## src/rtl/gamepad_evt_pkg.sv

```systemverilog
// Shared constants and types for the gamepad event unit.
// Button indices, event kind codes and scan FSM states.
package gamepad_evt_pkg;

  localparam int NBTN       = 12;
  localparam int BTN_R      = 0;
  localparam int BTN_L      = 1;
  localparam int BTN_X      = 2;
  localparam int BTN_A      = 3;
  localparam int BTN_RIGHT  = 4;
  localparam int BTN_LEFT   = 5;
  localparam int BTN_DOWN   = 6;
  localparam int BTN_UP     = 7;
  localparam int BTN_START  = 8;
  localparam int BTN_SELECT = 9;
  localparam int BTN_Y      = 10;
  localparam int BTN_B      = 11;
  localparam int DPAD_LO    = 4;
  localparam int DPAD_HI    = 7;

  typedef enum logic [1:0] {
    EVT_NONE    = 2'b00,
    EVT_PRESS   = 2'b01,
    EVT_RELEASE = 2'b10,
    EVT_REPEAT  = 2'b11
  } evt_kind_e;

  typedef enum logic [1:0] {
    IDLE,
    SCAN,
    COMMIT
  } scan_state_e;

  typedef struct packed {
    evt_kind_e  kind;
    logic [3:0] idx;
  } evt_t;

endpackage

```

## src/rtl/gamepad_event_unit_if.sv

```systemverilog
// Event stream handshake between the gamepad event unit and its consumer.
// Only carries traffic when GAMEPAD_EVT_FIFO_EN is defined.
interface gamepad_event_unit_if;
  logic       evt_valid;
  logic [5:0] evt_data;
  logic       evt_ready;
  logic       evt_overflow;

  modport master (
    output evt_valid,
    output evt_data,
    output evt_overflow,
    input  evt_ready
  );

  modport slave (
    input  evt_valid,
    input  evt_data,
    input  evt_overflow,
    output evt_ready
  );
endinterface

```

## src/rtl/gamepad_evt_fifo.sv

```systemverilog
// 4-entry event FIFO with valid/ready pop and sticky overflow.
// A push while full is accepted only if the head pops the same cycle.
module gamepad_evt_fifo
  import gamepad_evt_pkg::*;
(
  input  logic clk,
  input  logic rst_n,
  input  logic push,
  input  evt_t push_data,
  input  logic pop_ready,
  output logic valid,
  output evt_t data,
  output logic overflow
);

  evt_t       mem_q [4];
  evt_t       mem_d [4];
  logic [1:0] wr_q, wr_d;
  logic [1:0] rd_q, rd_d;
  logic [2:0] cnt_q, cnt_d;
  logic       ovf_q, ovf_d;
  logic       pop, do_push;

  always_comb begin
    pop     = (cnt_q != 3'd0) && pop_ready;
    do_push = push && ((cnt_q != 3'd4) || pop);
    mem_d   = mem_q;
    wr_d    = wr_q;
    rd_d    = rd_q;
    ovf_d   = ovf_q | (push & ~do_push);
    if (do_push) begin
      mem_d[wr_q] = push_data;
      wr_d        = wr_q + 2'd1;
    end
    if (pop) rd_d = rd_q + 2'd1;
    cnt_d = cnt_q + {2'b00, do_push} - {2'b00, pop};
  end

  always_ff @(posedge clk) begin
    if (!rst_n) begin
      wr_q  <= '0;
      rd_q  <= '0;
      cnt_q <= '0;
      ovf_q <= 1'b0;
    end else begin
      wr_q  <= wr_d;
      rd_q  <= rd_d;
      cnt_q <= cnt_d;
      ovf_q <= ovf_d;
    end
  end

  always_ff @(posedge clk) begin
    mem_q <= mem_d;
  end

  assign valid    = cnt_q != 3'd0;
  assign data     = mem_q[rd_q];
  assign overflow = ovf_q;

endmodule

```

## src/rtl/gamepad_event_unit.sv

```systemverilog
// Frame-rate debounce, press/release and D-pad auto-repeat for 12 buttons.
// Optional event FIFO enabled by defining GAMEPAD_EVT_FIFO_EN.
module gamepad_event_unit
  import gamepad_evt_pkg::*;
#(
  parameter int DEBOUNCE_FRAMES = 2,
  parameter int REPEAT_DELAY    = 20,
  parameter int REPEAT_RATE     = 6
) (
  input  logic                 clk,
  input  logic                 rst_n,
  input  logic                 frame_tick,
  input  logic                 is_present,
  input  logic [11:0]          btn_raw,
  output logic [11:0]          btn_state,
  output logic [11:0]          press_pulse,
  output logic [11:0]          release_pulse,
  output logic [11:0]          repeat_pulse,
  output logic                 tick_overrun,
  gamepad_event_unit_if.master evt
);

  localparam logic [2:0] DEB   = 3'(DEBOUNCE_FRAMES);
  localparam logic [7:0] RDLY  = 8'(REPEAT_DELAY);
  localparam logic [7:0] RRATE = 8'(REPEAT_RATE);

  scan_state_e state_q, state_d;
  logic [3:0]  idx_q, idx_d;
  logic [11:0] snap_q, snap_d;
  logic        pres_q, pres_d;
  logic [2:0]  stab_q [12];
  logic [2:0]  stab_d [12];
  logic [7:0]  rep_q [4];
  logic [7:0]  rep_d [4];
  logic [11:0] pst_q, pst_d, ppr_q, ppr_d;
  logic [11:0] prl_q, prl_d, prp_q, prp_d;
  logic [11:0] st_q, st_d, pr_q, pr_d;
  logic [11:0] rl_q, rl_d, rp_q, rp_d;
  logic        ovr_q, ovr_d;

  logic        raw_b, lvl_b, acc, rise, fall, rpt, is_dpad;
  logic [1:0]  dp;
  logic [2:0]  stab_nx;
  logic [7:0]  rep_cur, rep_nx;
  logic        push;
  evt_t        push_data;
  evt_kind_e   kind;

  // Per-button datapath for the button currently under scan
  always_comb begin
    raw_b   = snap_q[idx_q];
    lvl_b   = st_q[idx_q];
    stab_nx = 3'd0;
    acc     = 1'b0;
    if (!pres_q) begin
      acc = lvl_b;
    end else if (raw_b != lvl_b) begin
      stab_nx = (stab_q[idx_q] == 3'd7) ? 3'd7 : stab_q[idx_q] + 3'd1;
      if (stab_nx >= DEB) begin
        acc     = 1'b1;
        stab_nx = 3'd0;
      end
    end
    rise    = acc & ~lvl_b;
    fall    = acc & lvl_b;
    is_dpad = (idx_q >= 4'(DPAD_LO)) && (idx_q <= 4'(DPAD_HI));
    dp      = idx_q[1:0];
    rep_cur = rep_q[dp];
    rep_nx  = rep_cur;
    rpt     = 1'b0;
    if (is_dpad) begin
      if (rise) begin
        rep_nx = RDLY;
      end else if (fall || !lvl_b) begin
        rep_nx = 8'd0;
      end else if (rep_cur <= 8'd1) begin
        rpt    = 1'b1;
        rep_nx = RRATE;
      end else begin
        rep_nx = rep_cur - 8'd1;
      end
    end
    kind = rise ? EVT_PRESS : (fall ? EVT_RELEASE : EVT_REPEAT);
  end

  always_comb begin
    state_d   = state_q;
    idx_d     = idx_q;
    snap_d    = snap_q;
    pres_d    = pres_q;
    stab_d    = stab_q;
    rep_d     = rep_q;
    pst_d     = pst_q;
    ppr_d     = ppr_q;
    prl_d     = prl_q;
    prp_d     = prp_q;
    st_d      = st_q;
    pr_d      = pr_q;
    rl_d      = rl_q;
    rp_d      = rp_q;
    ovr_d     = ovr_q;
    push      = 1'b0;
    push_data = '{kind: EVT_NONE, idx: 4'd0};
    unique case (state_q)
      IDLE: begin
        if (frame_tick) begin
          state_d = SCAN;
          idx_d   = 4'd0;
          snap_d  = is_present ? btn_raw : 12'd0;
          pres_d  = is_present;
          pst_d   = '0;
          ppr_d   = '0;
          prl_d   = '0;
          prp_d   = '0;
        end
      end
      SCAN: begin
        ovr_d         = ovr_q | frame_tick;
        stab_d[idx_q] = stab_nx;
        if (is_dpad) rep_d[dp] = rep_nx;
        pst_d[idx_q]  = lvl_b ^ acc;
        ppr_d[idx_q]  = rise;
        prl_d[idx_q]  = fall;
        prp_d[idx_q]  = rpt;
        push          = rise | fall | rpt;
        push_data     = '{kind: kind, idx: idx_q};
        // The last button lands directly in the outputs, visible in COMMIT
        if (idx_q == 4'd11) begin
          state_d = COMMIT;
          st_d    = pst_d;
          pr_d    = ppr_d;
          rl_d    = prl_d;
          rp_d    = prp_d;
        end else begin
          idx_d = idx_q + 4'd1;
        end
      end
      COMMIT: begin
        ovr_d   = ovr_q | frame_tick;
        state_d = IDLE;
        pr_d    = '0;
        rl_d    = '0;
        rp_d    = '0;
      end
      default: state_d = IDLE;
    endcase
  end

  always_ff @(posedge clk) begin
    if (!rst_n) begin
      state_q <= IDLE;
      idx_q   <= '0;
      snap_q  <= '0;
      pres_q  <= 1'b0;
      stab_q  <= '{default: '0};
      rep_q   <= '{default: '0};
      pst_q   <= '0;
      ppr_q   <= '0;
      prl_q   <= '0;
      prp_q   <= '0;
      st_q    <= '0;
      pr_q    <= '0;
      rl_q    <= '0;
      rp_q    <= '0;
      ovr_q   <= 1'b0;
    end else begin
      state_q <= state_d;
      idx_q   <= idx_d;
      snap_q  <= snap_d;
      pres_q  <= pres_d;
      stab_q  <= stab_d;
      rep_q   <= rep_d;
      pst_q   <= pst_d;
      ppr_q   <= ppr_d;
      prl_q   <= prl_d;
      prp_q   <= prp_d;
      st_q    <= st_d;
      pr_q    <= pr_d;
      rl_q    <= rl_d;
      rp_q    <= rp_d;
      ovr_q   <= ovr_d;
    end
  end

  assign btn_state     = st_q;
  assign press_pulse   = pr_q;
  assign release_pulse = rl_q;
  assign repeat_pulse  = rp_q;
  assign tick_overrun  = ovr_q;

`ifdef GAMEPAD_EVT_FIFO_EN
  evt_t fifo_data;

  gamepad_evt_fifo u_fifo (
    .clk       (clk),
    .rst_n     (rst_n),
    .push      (push),
    .push_data (push_data),
    .pop_ready (evt.evt_ready),
    .valid     (evt.evt_valid),
    .data      (fifo_data),
    .overflow  (evt.evt_overflow)
  );

  assign evt.evt_data = fifo_data;
`else
  logic unused_evt;

  assign unused_evt       = ^{evt.evt_ready, push, push_data};
  assign evt.evt_valid    = 1'b0;
  assign evt.evt_data     = 6'd0;
  assign evt.evt_overflow = 1'b0;
`endif

endmodule

```

## src/flat_wrapper.sv

```systemverilog
// flat-port wrapper written by rule: the top's interface ports become plain ports
module gamepad_event_unit_flat import gamepad_evt_pkg::*;
#(
  parameter int DEBOUNCE_FRAMES = 2,
  parameter int REPEAT_DELAY    = 20,
  parameter int REPEAT_RATE     = 6
)
  (clk, rst_n, frame_tick, is_present, btn_raw, btn_state, press_pulse, release_pulse, repeat_pulse, tick_overrun, evt_evt_valid, evt_evt_data, evt_evt_overflow, evt_evt_ready);
  gamepad_event_unit_if evt_i ();
  input  logic clk;
  input  logic rst_n;
  input  logic frame_tick;
  input  logic is_present;
  input  logic [11:0] btn_raw;
  output logic [11:0] btn_state;
  output logic [11:0] press_pulse;
  output logic [11:0] release_pulse;
  output logic [11:0] repeat_pulse;
  output logic tick_overrun;
  output wire logic [$bits(evt_i.evt_valid)-1:0] evt_evt_valid;
  output wire logic [$bits(evt_i.evt_data)-1:0] evt_evt_data;
  output wire logic [$bits(evt_i.evt_overflow)-1:0] evt_evt_overflow;
  input wire logic [$bits(evt_i.evt_ready)-1:0] evt_evt_ready;
  assign evt_evt_valid = evt_i.evt_valid;
  assign evt_evt_data = evt_i.evt_data;
  assign evt_evt_overflow = evt_i.evt_overflow;
  assign evt_i.evt_ready = evt_evt_ready;
  gamepad_event_unit #(.DEBOUNCE_FRAMES(DEBOUNCE_FRAMES), .REPEAT_DELAY(REPEAT_DELAY), .REPEAT_RATE(REPEAT_RATE)) u_core (.clk(clk), .rst_n(rst_n), .frame_tick(frame_tick), .is_present(is_present), .btn_raw(btn_raw), .btn_state(btn_state), .press_pulse(press_pulse), .release_pulse(release_pulse), .repeat_pulse(repeat_pulse), .tick_overrun(tick_overrun), .evt(evt_i));
endmodule
```

## config.mk

```make
export PLATFORM = sky130hd
export DESIGN_NAME = gamepad_event_unit_flat
export DESIGN_NICKNAME = d
export VERILOG_FILES = /design/src/rtl/gamepad_evt_pkg.sv /design/src/rtl/gamepad_event_unit_if.sv /design/src/rtl/gamepad_evt_fifo.sv /design/src/rtl/gamepad_event_unit.sv /design/src/flat_wrapper.sv
export SDC_FILE = /design/constraint.sdc
export NUM_CORES = 1
export LEC_CHECK = 0
export ABC_AREA = 1
export CAP_MARGIN = 10
export CORE_ASPECT_RATIO = 1.75
export CORE_MARGIN = 3
export CORE_UTILIZATION = 50
export CTS_BUF_LIST = sky130_fd_sc_hd__clkbuf_2 sky130_fd_sc_hd__clkbuf_4 sky130_fd_sc_hd__clkbuf_8
export DETAILED_ROUTE_END_ITERATION = 7
export PLACE_DENSITY = 0.72
export SYNTH_ARGS = -nofsm -noshare
export SYNTH_HDL_FRONTEND = slang
export SYNTH_HIERARCHICAL = 1
export SYNTH_SLANG_ARGS = --single-unit
```

## constraint.sdc

```tcl
create_clock -name clk -period 3.4 [get_ports clk]
set_input_delay 0.68 -clock clk [delete_from_list [all_inputs] [get_ports clk]]
set_output_delay 0.68 -clock clk [all_outputs]
set_load 0.05 [all_outputs]
```

==> results of run 1 <==
==> cell families (layout without fill, tap and decap cells) <==
family,after synthesis,after routing
AND/OR/NAND/NOR,516,516
flip-flops,182,182
AO/OA/AOI/OAI,286,286
XOR/XNOR,2,2
other,1,8
adder cells (fa/ha/maj),13,13
buffers and inverters,187,236
==> layout by cell type (no fill, tap or decap), types with 19 or more instances in the layout <==
cell type / instances
a21oi_1: 129
clkdlybuf4s50_1: 63
o21ai_0: 111
nand2_1: 332
inv_1: 102
nor2_1: 68
dfxtp_1: 180
buf_4: 19
clkbuf_8: 21
nand3_1: 71
==> critical path, stage by stage (launching register included) <==
cell     delay [ns]
dfxtp_2        0.39
inv_2          0.09
buf_12         0.17
o21ai_0        0.16
o22ai_1        0.10
nand2_1        0.08
nand3_1        0.09
ha_1           0.28
or2_2          0.29
a21oi_2        0.14
a21oi_1        0.08
nand2_1        0.06
nand2_1        0.08
ha_1           0.24
nor2_2         0.14
nand2_1        0.10
inv_1          0.12
nand3_4        0.13
nand2_1        0.11
nand3_1        0.08
a21oi_1        0.14
==> registers in the layout, summed over array words and instances, names as in the netlist, 2 cells and up <==
name	cells
u_core/release_pulse	12
u_core/snap_q	12
u_core/rep_q	32
u_core/press_pulse	12
u_core/pst_q	11
u_core/stab_q	36
u_core/ppr_q	12
u_core/btn_state	12
u_core/repeat_pulse	12
u_core/idx_q	4
u_core/prp_q	11
u_core/prl_q	12
u_core/state_q	2
==> worst max path at each step <==
stage	slack, ns	end	from	depth (start not counted)
after floorplan	0.36	u_core/repeat_pulse[4]	u_core/idx_q[0]	21
after global placement	0.22	u_core/repeat_pulse[6]	u_core/idx_q[0]	20
after detailed placement	0.15	u_core/prp_q[6]	u_core/idx_q[0]	20
after CTS	0.12	u_core/prp_q[6]	u_core/idx_q[0]	20
after global routing	-0.005	u_core/prp_q[6]	u_core/idx_q[0]	20
final	0.25	u_core/prp_q[6]	u_core/idx_q[0]	20
==> per-stage QoR <==
stage | utilization [%] | power [uW] | hold WS, ns | instance area, um2 | setup slack, ns
final | 58.4 | 3950 | 0.437 | 9600 | 0.247
after floorplan | - | 2420 | 0.412 | 8400 | 0.364
after detailed placement | 55.8 | 2500 | 0.424 | 9170 | 0.152
after global routing | 58.4 | 4110 | 0.460 | 9600 | -0.00540
after CTS | 58.3 | 3990 | 0.438 | 9580 | 0.124
after global placement | 55.8 | 2500 | 0.419 | 9170 | 0.219
==> cell usage after synthesis, drive strengths merged <==
master,count,area [um2]
o22ai,6,37.5
a22oi,2,15.0
nand4,2,12.5
conb,1,3.75
nor3b,1,7.51
ha,13,163
nor3,1,5.00
dfxtp,182,3640
nand2,340,1300
inv,113,424
and2,1,6.26
o21bai,8,60.1
clkbuf,26,97.6
clkinv,2,7.51
o21a,4,30.0
a21oi,144,773
nor2,80,363
buf,46,290
xor2,2,17.5
o21ai,120,604
nand3,74,385
or2,17,106
o211ai,2,20.0
==> cell type report <==
class / instances / area, um2 / area share, %
Clock inverter: 8 / 96.3 / 1.00
Sequential cell: 182 / 3650 / 38.0
Multi-Input combinational cell: 825 / 3950 / 41.1
Inverter: 115 / 434 / 4.52
Timing Repair Buffer: 89 / 890 / 9.26
Tap cell: 224 / 280 / 2.92
Clock buffer: 24 / 312 / 3.24
==> metal layers <==
| layer | wire length (um) | track usage (%) |
|---|---|---|
| met1 | 8230 | 25.0 |
| met2 | 11200 | 42.0 |
| met3 | 800 | 4.24 |
| met4 | 825 | 11.9 |
| met5 | 0 | 0 |
==> power by group <==
group	internal (uW)	switching [uW]
logic	87.2	219
registers	2140	7.37
clock network	753	746
==> what timing repair did <==
action	in CTS	in global routing
hold buffers	0	0
resized for setup	0	8
setup endpoints to repair	0	33
endpoints found under the hold margin	0	0
==> impl_metrics.toml, run 1 <==
[routing]
drt_iter0_markers = 333
ant_nets = 0
drc = 0
vias = 7594
wl_per_cell_um = 14.4
routed_via_density = 5.18
drt_first_pass_iters = 5
routed_wl_um = 21100

[synth]
synth.cell_area_mm2 = 0.00837
syn_avg_cell_area_um2 = 7.05
ys_warn_count = 6
ys_seq_area_share_pct = 43.5
synth-compound-area-share_pct = 18.4
synth-seq-cells = 182
syn-instance-count = 1187
synth_xor_area_share_pct = 0.209
synthMuxAreaShare_pct = 0
synth-simple-area-share_pct = 26.1
synth_top_family_by_area = "simple AND/OR/NAND/NOR gates"
yosysUniqueCellTypes = 35
synth_fa_ha_area_share_pct = 1.94

[clock_network]
clock-root-buffer = "clkbuf_8"
numCtsBuffers = 17
path_clk_slew_ns = 0.09
clockBufferDepth = 2
cts_sinks = 182
cts-htree-levels = 4
cts_tree = "yes"
post_cts.repair.setup_buffers = 0
clkLatencyLatePin_ns = 0.46

[grt]
grt_max_degree = 60
grt_pass1_wl_um = 34100
track_usage_pct = 22.9
grt_overflow = 0
antenna_found_initial = 0
grt_pass1_vias = 6991

[placement]
dp_hpwl_um = 14500
gp_congestion = 0.844
place_inst = 1435
place.port_buffers = 64

[cells_and_area]
fin_nets = 1260
antenna_cells = 0
syn_to_final_growth_pct = 14.8
drive_above_1_share_pct = 10.3
n_fill_cell = 1627
fin_cells = 1467

[power]
leakage_uw = 0.00400
vdd_drop_max_uv = 386
powerDensity_mw_per_mm2 = 412

[worst_hold_path]
hp-start = "u_core/prp_q[3]"
whs_endpoint = "u_core/prp_q[3]"
whs_path_depth = 2
hp-class = "reg -> reg"

[timing]
slew-limit-headroom_pct = 56.3
hold_violations = 0
setup_viol = 0
tightest_slew_ns = 0.655
finClkSkew_ns = 0.00964
clock.fmax_mhz = 317
period_minus_slack_ns = 3.15
fin_setup_tns_ns = 0
slew_violations = 0
min_period_over_period_pct = 92.7

[floorplan]
core-area_mm2 = 0.0164
dieHeight_um = 177
die-area_mm2 = 0.0184
ios = 74
std_cell_rows = 62
die_w_um = 104
start_util_pct = 50.9

[outcome]
status = "finished clean"

[critical_path]
critPathLaunchType = "flip-flop"
cp-end-kind = "flip-flop"
crit_arrival_ns = 3.55
ff2ff_path_depth = 20
r2r_start = "u_core/idx_q[0]"
rrSetupSlack_ns = 0.25
cp_data_required_time_ns = 3.80
r2r-end = "u_core/prp_q[6]"
crit_fanout = 29
path_class = "reg -> reg"

[job]
drv_cap = 0
(Power assumes the default switching activity.)
==> run 2, diff against run 1 <==
--- a/config.mk
+++ b/config.mk
@@ -13,7 +13,7 @@
 export CTS_BUF_LIST = sky130_fd_sc_hd__clkbuf_2 sky130_fd_sc_hd__clkbuf_4 sky130_fd_sc_hd__clkbuf_8
 export DETAILED_ROUTE_END_ITERATION = 7
 export PLACE_DENSITY = 0.72
+export SLEW_MARGIN = 20
 export SYNTH_ARGS = -nofsm -noshare
 export SYNTH_HDL_FRONTEND = slang
-export SYNTH_HIERARCHICAL = 1
 export SYNTH_SLANG_ARGS = --single-unit
==> impl_metrics.toml, run 2 <==
[critical_path]
r2r-end = "u_core.btn_state[9]"
ff2ff_path_depth = 16
cp_data_required_time_ns = 3.71
rrSetupSlack_ns = 0.23
critPathSlowestCell = "o21ai_0"
crit_chain = "buf_4, o21ai_0, o22ai_1, nand2_1, nand3_1, inv_1, ha_1, nor3b_1, nand2_1, nand2_1, o21ai_1, ha_1, inv_1, o21ai_0, buf_4, a21oi_1"
crit_fanout = 14
r2r_start = "u_core.idx_q[0]"
critPathLaunchType = "flip-flop"
cp_num_buf_inv = 4
path_class = "reg -> reg"
cp_top_family = "compound AO/OA/AOI/OAI gates"
cpMostUsedCell = "nand2_1"
critical_path.max_stage_delay_ns = 0.43
crit_arrival_ns = 3.48
cp-end-kind = "flip-flop"

[timing]
slew_violations = 0
hold_slack_ns = 0.439
rsz0062_at_grt = "false"
setup_viol = 0
slew-limit-headroom_pct = 42.9
clock.fmax_mhz = 315
fin_setup_tns_ns = 0
period_minus_slack_ns = 3.17
min_period_over_period_pct = 93.3
hold_violations = 0
finClkSkew_ns = 0.0215
tightest_slew_ns = 0.856

[floorplan]
die_w_um = 104
die-area_mm2 = 0.0186
dieHeight_um = 178
core-area_mm2 = 0.0165
start_util_pct = 51.1
ios = 74
std_cell_rows = 62

[synth]
yosys.area.top_type = "dfxtp_1"
yosysUniqueCellTypes = 32
synth_edf_count = 0
synthTopCellsByCount = "nand2_1 (356), dfxtp_1 (182), a21oi_1 (131), inv_1 (117), o21ai_0 (105)"
synthArstFlopShare_pct = 0
syn_avg_cell_area_um2 = 6.94
yosys-top-cells-area = "dfxtp_1 (43%), nand2_1 (16%), a21oi_1 (7.8%)"
synth_most_common_cell = "nand2_1"
synth-seq-cells = 182
ys_warn_count = 0
ys_seq_area_share_pct = 43.1
synth_top_area_share_pct = 43.1
syn-instance-count = 1218
synth_ff_type = "dfxtp_1"
synth.cell_area_mm2 = 0.00845

[routing]
drt_first_pass_iters = 5
ant_nets = 0
routed_wl_um = 21800
routed_via_density = 5.16
wl_per_cell_um = 14.5
drt_iter0_markers = 376
drc = 0
vias = 7760

[cells_and_area]
largest_register_ffs = 36
fin_nets = 1299
top_regs = "u_core.stab_q: 36 flops, u_core.rep_q: 32 flops"
final_common_cell = "nand2_1"
syn_to_final_growth_pct = 15.1
final_cell_mix = "nand2_1 (355), dfxtp_1 (181), a21oi_1 (131), inv_1 (115), o21ai_0 (92)"
finish.utilization_pct = 58.9
antenna_cells = 0
drive_above_1_share_pct = 9.53
top_register = "u_core.stab_q"

[grt]
track_usage_pct = 23.6
grt_pass1_vias = 7428
antenna_found_initial = 0
grt_overflow = 0
grt_max_degree = 91
grt_pass1_wl_um = 35700

[clock_network]
cts_tree = "yes"
hold_buffers = 0
numCtsBuffers = 17
cts-htree-levels = 4
clock-root-buffer = "clkbuf_8"
cts_sinks = 182
clkLatencyLatePin_ns = 0.46
clockBufferDepth = 2
path_clk_slew_ns = 0.09

[power]
powerDensity_mw_per_mm2 = 406
vdd_drop_max_uv = 236
leakage_uw = 0.00412

[worst_hold_path]
whs_path_depth = 2
hp-class = "reg -> reg"
hp-start = "u_core.repeat_pulse[11]"
whs_endpoint = "u_core.repeat_pulse[11]"

[placement]
place.port_buffers = 64
dp_hpwl_um = 15200
gp_congestion = 0.890

[outcome]
status = "finished clean"

[job]
drv_cap = 0
run 2: routing by layer:
metal	part of all wire [%]	vias up	GRT usage (%)	wire, um
li1	-	3957	-	-
met1	40	3589	26.2	8760
met2	54	165	44.8	11700
met3	2.9	49	2.73	637
met4	3.3	0	10.5	709
met5	0	-	0	0
run 2: worst max-delay path by stage:
stage                    start                     end  slack (ns)  cells past startpoint
2_1_floorplan  u_core.idx_q[0]  u_core.repeat_pulse[4]        0.27                     22
3_3_place_gp   u_core.idx_q[0]     u_core.btn_state[9]        0.17                     15
3_5_place_dp   u_core.idx_q[0]     u_core.btn_state[9]        0.12                     15
4_1_cts        u_core.idx_q[0]     u_core.btn_state[9]        0.06                     15
5_1_grt        u_core.idx_q[0]     u_core.btn_state[9]        0.02                     17
6_report       u_core.idx_q[0]     u_core.btn_state[9]        0.23                     16
run 2: cell type report:
| type | instances | area [um2] |
|---|---|---|
| fill | 1561 | 6800 |
| multi-input combinational | 844 | 3990 |
| sequential | 182 | 3640 |
| timing repair buffer | 98 | 941 |
| inverter | 125 | 478 |
| tap | 224 | 280 |
| clock buffer | 19 | 249 |
| clock inverter | 12 | 140 |
run 2: what timing repair did:
action	in CTS	in global routing
buffers inserted	0	1
endpoints found under the setup margin	0	67
resized for setup	0	26
run 2: kinds of logic after synthesis:
| family | count (synthesis) | share of synthesized area (%) |
|---|---|---|
| other | 1 | 0.0444 |
| adders and majority gates | 14 | 2.07 |
| and+or+nand+nor | 553 | 27.4 |
| xor gates and xnor gates | 1 | 0.104 |
| DFF | 182 | 43.1 |
| buffers and inverters | 199 | 10.4 |
| AOI/OAI and AO/OA | 268 | 16.9 |
run 2: stage by stage:
stage	cells	setup WS, ns	area (um2)	power (uW)
5_1_grt	1504	0.0177	9730	4090
4_1_cts	1503	0.0638	9660	3960
3_5_place_dp	1472	0.122	9270	2510
3_3_place_gp	1472	0.175	9270	2500
6_report	1504	0.229	9730	3950
2_1_floorplan	1225	0.268	8470	2420
run 2: worst min-delay path, cell delays in order, from the launching register on:
cell     delay (ns)
dfxtp_1        0.32
nand2_1        0.05
nor2_1         0.03
run 2: power breakdown:
group | leakage, uW | internal, uW | total [uW] | switching, uW
registers | 0.00147 | 2140 | 2150 | 8.08
logic | 0.00245 | 91.4 | 316 | 225
clock network | 0.000203 | 679 | 1480 | 804
